--- config.mk ---
export PLATFORM = sky130hd
export DESIGN_NAME = param_priority_arbiter_flat
export DESIGN_NICKNAME = d
export VERILOG_FILES = /design/src/rtl/arb_pkg.sv /design/src/rtl/param_priority_arbiter_if.sv /design/src/rtl/arb_prio_pick.sv /design/src/rtl/param_priority_arbiter.sv /design/src/flat_wrapper.sv
export SDC_FILE = /design/constraint.sdc
export NUM_CORES = 1
export LEC_CHECK = 0
export CAP_MARGIN = 20
export CORE_MARGIN = 5
export CORE_UTILIZATION = 39
export CTS_BUF_LIST = sky130_fd_sc_hd__clkbuf_16
export CTS_CLUSTER_SIZE = 25
export DETAILED_ROUTE_END_ITERATION = 7
export GPL_TIMING_DRIVEN = 0
export PLACE_DENSITY_LB_ADDON = 0.12
export SETUP_SLACK_MARGIN = 0.4
export SLEW_MARGIN = 20
export SYNTH_ARGS = -nofsm -noshare
export SYNTH_HDL_FRONTEND = slang
export SYNTH_SLANG_ARGS = --single-unit
--- constraint.sdc ---
create_clock -name clk -period 1.6 [get_ports clk]
set_input_delay 0.32 -clock clk [delete_from_list [all_inputs] [get_ports clk]]
set_output_delay 0.32 -clock clk [all_outputs]
set_load 0.01 [all_outputs]
--- src/rtl/arb_pkg.sv ---
// arb_pkg: mode encodings and index helpers shared by the arbiter and its bench
package arb_pkg;
  localparam logic MODE_FIXED = 1'b0;
  localparam logic MODE_RR = 1'b1;
  function automatic int clog2_min1(input int n);
    return n < 2 ? 1 : $clog2(n);
  endfunction
  function automatic int onehot_to_idx(input logic [31:0] v);
    int r;
    r = 0;
    for (int i = 31; i >= 0; i--) if (v[i]) r = i;
    return r;
  endfunction
endpackage

--- src/rtl/param_priority_arbiter_if.sv ---
// param_priority_arbiter_if: request/lock/mode in, registered grant out
interface param_priority_arbiter_if import arb_pkg::*; #(
  parameter int N = 4,
  parameter int IDW = clog2_min1(N)
);
  logic [N-1:0] REQ;
  logic [N-1:0] LOCK;
  logic MODE;
  logic [N-1:0] GNT;
  logic [IDW-1:0] GNT_ID;
  logic GNT_VALID;
  modport master (output REQ, LOCK, MODE, input GNT, GNT_ID, GNT_VALID);
  modport slave (input REQ, LOCK, MODE, output GNT, GNT_ID, GNT_VALID);
endinterface

--- src/rtl/arb_prio_pick.sv ---
// arb_prio_pick: lowest set request at or above start, wrapping modulo N
module arb_prio_pick #(
  parameter int N = 4,
  parameter int IDW = 2
) (
  input  logic [N-1:0]   req,
  input  logic [IDW-1:0] start,
  output logic [N-1:0]   win,
  output logic           valid
);
  localparam int W = 2 * N;
  logic [W-1:0] dbl, lsb;
  // lower copy masked below start, upper copy intact supplies the wrapped winner
  always_comb begin
    dbl = {req, req} & ({W{1'b1}} << start);
    lsb = dbl & (~dbl + W'(1));
    win = lsb[N-1:0] | lsb[W-1:N];
    valid = |req;
  end
endmodule

--- src/rtl/param_priority_arbiter.sv ---
// param_priority_arbiter: N-way fixed/round-robin arbiter with grant lock
module param_priority_arbiter import arb_pkg::*; #(
  parameter int N = 4,
  parameter int IDW = clog2_min1(N),
  parameter int RESET_MODE = 0
) (
  input logic clk,
  input logic reset,
  param_priority_arbiter_if.slave bus
);
  if (N < 1 || N > 32 || RESET_MODE < 0 || RESET_MODE > 1) begin : g_bad_param
    $error("param_priority_arbiter: unsupported parameters");
  end
  logic [N-1:0] gnt, win_f, win_r, win, nxt;
  logic [IDW-1:0] ptr, gnt_id;
  logic vf, vr, any, hold;
  int win_idx;
  arb_prio_pick #(.N(N), .IDW(IDW)) u_fixed (.req(bus.REQ), .start('0), .win(win_f), .valid(vf));
  arb_prio_pick #(.N(N), .IDW(IDW)) u_rr (.req(bus.REQ), .start(ptr), .win(win_r), .valid(vr));
  // an owner still requesting with LOCK keeps the grant; mode and pointer untouched
  always_comb begin
    hold = |(gnt & bus.REQ & bus.LOCK);
    win = bus.MODE == MODE_RR ? win_r : win_f;
    any = bus.MODE == MODE_RR ? vr : vf;
    nxt = hold ? gnt : win;
    win_idx = onehot_to_idx(32'(win));
  end
  always_ff @(posedge clk or negedge reset) begin
    if (!reset) begin
      gnt <= '0;
      gnt_id <= '0;
      ptr <= '0;
    end else begin
      gnt <= nxt;
      gnt_id <= IDW'(onehot_to_idx(32'(nxt)));
      if (!hold && any) ptr <= IDW'(win_idx == N - 1 ? 0 : win_idx + 1);
    end
  end
  assign bus.GNT = gnt;
  assign bus.GNT_ID = gnt_id;
  assign bus.GNT_VALID = |gnt;
endmodule

--- src/flat_wrapper.sv ---
// flat-port wrapper written by rule: the top's interface ports become plain ports
module param_priority_arbiter_flat import arb_pkg::*;
#(
  parameter int N = 4,
  parameter int IDW = clog2_min1(N),
  parameter int RESET_MODE = 0
)
  (clk, reset, bus_REQ, bus_LOCK, bus_MODE, bus_GNT, bus_GNT_ID, bus_GNT_VALID);
  param_priority_arbiter_if #(.N(N), .IDW(IDW)) bus_i ();
  input logic clk;
  input logic reset;
  input wire logic [$bits(bus_i.REQ)-1:0] bus_REQ;
  input wire logic [$bits(bus_i.LOCK)-1:0] bus_LOCK;
  input wire logic [$bits(bus_i.MODE)-1:0] bus_MODE;
  output wire logic [$bits(bus_i.GNT)-1:0] bus_GNT;
  output wire logic [$bits(bus_i.GNT_ID)-1:0] bus_GNT_ID;
  output wire logic [$bits(bus_i.GNT_VALID)-1:0] bus_GNT_VALID;
  assign bus_i.REQ = bus_REQ;
  assign bus_i.LOCK = bus_LOCK;
  assign bus_i.MODE = bus_MODE;
  assign bus_GNT = bus_i.GNT;
  assign bus_GNT_ID = bus_i.GNT_ID;
  assign bus_GNT_VALID = bus_i.GNT_VALID;
  param_priority_arbiter #(.N(N), .IDW(IDW), .RESET_MODE(RESET_MODE)) u_core (.clk(clk), .reset(reset), .bus(bus_i));
endmodule
==> summary.txt, run 1 <==
STA
  – Final setup fails: 5
  – Tcrit/Tclk final: 1.10
  – Min Tclk post-route: 1.75 ns
  – Rel. slew slack: 0.530
  – Max frequency: 570 MHz
  – Hold Vio Cnt, Final: 0
  – Unrepaired setup endpoints after global routing: yes
  – Setup Skew: 0.00107 ns
  – PnR worst setup slack: -0.153 ns
  – Slew Viols, Final: 0
  – Worst Tran Pin Value: 0.696 ns

Clock tree
  – TritonCTS clock tree: yes
  – Clock slew at reported path FFs: 0.04 ns
  – CTS Root Cell: clkbuf_16
  – H-tree depth: 1
  – CTS max path bufs: 2
  – Clock Sinks: 8
  – Hold-fix buffers, CTS: 0
  – Total CTS buffers: 3
  – Skew-Pair Late Insertion Delay: 0.23 ns

Placement
  – Routability cong.: 0.904
  – Buffers on Ports: 17
  – Dpl cells: 86
  – Final HPWL DP: 1010 um

Critical path
  – Arr. time, crit path: 1.87 ns
  – Worst Setup Start Kind: flip-flop
  – Setup CP Type: reg2reg
  – CP max FO: 4
  – CP endpoint kind: flip-flop
  – Required @ worst endpoint: 1.72 ns

GRT
  – First-pass GRT wire length: 2730 um
  – Largest net degree at the start of global routing: 9
  – GRT overflow: 0
  – GRT Total Usage: 0.187
  – Vias in the first global route: 562
  – Antenna violations before repair: 0

Power
  – Leakage: 0.480 nW
  – Final Power: 1.53 mW
  – VDD IR max: 0.000973 V
  – Power Dens Cells: 1530 nW/um^2

Finish
  – Area of the multi-input gates: 380 um^2
  – Layout cells sized above 1: 0.534
  – Ant diodes: 0
  – Layout Cells excl Fill: 103
  – Sequential Area: 201 um^2
  – Most frequent cells in the layout: buf_6 (8), buf_4 (8), inv_1 (7), dfrtp_1 (7), dlygate4sd2_1 (6)
  – Syn-to-layout area delta: 83.8%
  – Filler cells: 91
  – Final #Nets: 101

Detailed routing
  – DR iter-0 viols: 2
  – Wire per inst: 17.6 um
  – WL final: 1810 um
  – Via density: 5.40
  – Via count: 556
  – Antenna-violating nets left: 0
  – DR DRC count: 0
  – Drt first pass iters: 6

Synth
  – Seq cells post-synth: 8
  – Sequential area share after synthesis: 0.370
  – Syn. warnings: 0
  – Synthesized instance count: 54
  – Distinct cells, synth: 34
  – Syn nets: 65
  – Syn Std Cell Area: 542 um^2
  – Average cell area after synthesis: 10.0 um^2

Min path
  – Type of the worst min-delay path: in2async

Run
  – Total of max-cap violations: 0

Floorplan
  – Die X-Extent: 47.3 um
  – Die H: 47.3 um
  – Initial Util: 0.416
  – Row count: 13
  – Core area: 1300 um^2
  – Die ar.: 2230 um^2
  – Io pins: 18

Run status
  – Status: finished with violations
  – Failing checks: setup timing
[sequential cells by signal, summed over array words and instances (netlist names)]
register,flops
u_core.bus.GNT_ID,2
u_core.bus.GNT,4
u_core.ptr,2
[cell usage after synthesis, drive strengths merged]
cell type	n	share of area
a211oi	2	0.028
a21boi	1	0.014
a21oi	1	0.0092
a221oi	1	0.028
a22o	1	0.016
a311oi	1	0.049
a32oi	1	0.016
and2	1	0.012
and3	1	0.014
and3b	1	0.016
buf	1	0.021
dfrtp	8	0.37
inv	7	0.049
mux2	2	0.055
mux2i	1	0.018
nand2	4	0.032
nand2b	2	0.037
nand3	2	0.018
nand3b	1	0.014
nor2	3	0.021
nor2b	1	0.012
nor3	2	0.028
nor3b	1	0.014
nor4	1	0.012
o21ai	1	0.0092
o21ba	1	0.018
o22ai	1	0.012
o2bb2ai	1	0.016
o31ai	1	0.014
o41ai	1	0.016
or4	1	0.014
[stage by stage]
| stage | setup TNS, ns | utilization | hold slack [ns] | worst slack [ns] | area, um^2 |
|---|---|---|---|---|---|
| final | -0.468 | 0.765 | 0.366 | -0.153 | 996 |
| after global routing | -0.863 | 0.765 | 0.388 | -0.228 | 996 |
| after CTS | -0.471 | 0.693 | 0.376 | -0.171 | 902 |
| after detailed placement | -3.91 | 0.564 | 0.572 | -0.661 | 734 |
| after global placement | -3.90 | 0.564 | 0.571 | -0.672 | 734 |
| after floorplan | -0.118 | - | 0.0244 | -0.111 | 546 |
[repair_timing]
action | 4_1_cts | 5_1_grt
setup endpoints to repair | 15 | 14
setup buffers | 8 | 6
cloned | 0 | 0
pin swaps | 8 | 7
gates resized for setup | 41 | 18
[where the power goes]
| part | internal (mW) | total, mW | switching [mW] | leakage (nW) |
|---|---|---|---|---|
| registers | 0.272 | 0.333 | 0.0610 | 0.101 |
| logic | 0.449 | 0.778 | 0.329 | 0.342 |
| clock network | 0.322 | 0.415 | 0.0932 | 0.0370 |
| total | 1.04 | 1.53 | 0.483 | 0.480 |
[area by class of cell]
class | count | area share
Tap cell | 15 | 0.0188
Timing Repair Buffer | 31 | 0.284
Inverter | 7 | 0.0264
Buffer | 1 | 0.0113
Multi-Input combinational cell | 38 | 0.382
Sequential cell | 8 | 0.202
Clock buffer | 3 | 0.0754
[kinds of logic (layout without fill, tap and decap cells)]
group / Yosys count / count (layout) / synth area share
AND/OR/NAND/NOR: 21 / 21 / 0.243
multiplexers: 3 / 3 / 0.0739
buffers and inverters: 8 / 42 / 0.0693
flip-flops: 8 / 8 / 0.370
AO/OA/AOI/OAI: 14 / 14 / 0.245
[path summary, 6_finish.rpt]
| kind | start | to | slack [ns] | depth (start not counted) |
|---|---|---|---|---|
| worst max-delay path | u_core.bus.GNT[1]$_DFF_PN0_ | u_core.bus.GNT_ID[0]$_DFF_PN0_ | -0.15 | 7 |
| min in group clk | bus_REQ[0] | u_core.bus.GNT[0]$_DFF_PN0_ | 0.53 | 3 |
| worst min-delay path | reset | u_core.bus.GNT[3]$_DFF_PN0_ | 0.37 | 1 |
| worst max register to register | u_core.bus.GNT[1]$_DFF_PN0_ | u_core.bus.GNT_ID[0]$_DFF_PN0_ | -0.15 | 7 |
| worst min register to register | u_core.ptr[0]$_DFFE_PN0P_ | u_core.ptr[0]$_DFFE_PN0P_ | 0.61 | 2 |
| max in group asynchronous | reset | u_core.bus.GNT[1]$_DFF_PN0_ | 0.96 | 1 |
[worst max-delay path: stages (launching register included)]
cell and delay [ns]:
dfrtp_2 0.43, nand3_2 0.09, nand2_2 0.06, a311oi_4 0.26
buf_6 0.16, mux2_4 0.33, and2_4 0.14, o21ba_1 0.17
[per-layer routing]
metal  track usage  up-vias  part of all wire
li1              -      267                 -
met1         0.197      268              0.39
met2         0.326       15              0.56
met3        0.0613        6             0.036
met4        0.0994        0             0.021
met5             0        -                 0
Note: power is estimated with default switching activity, not from simulation.
==> inputs of run 2 (changes only) <==
Settings changed: CAP_MARGIN 20 to 40.
==> results of run 2 <==
The final DEF is identical to that of run 1; final timing and power are the same.
==> inputs of run 3 (changes only) <==
Settings changed: CTS_CLUSTER_DIAMETER from default to 100, SLEW_MARGIN 20 to default.
==> results of run 3 <==
The final DEF is identical to that of run 1; final timing and power are the same.
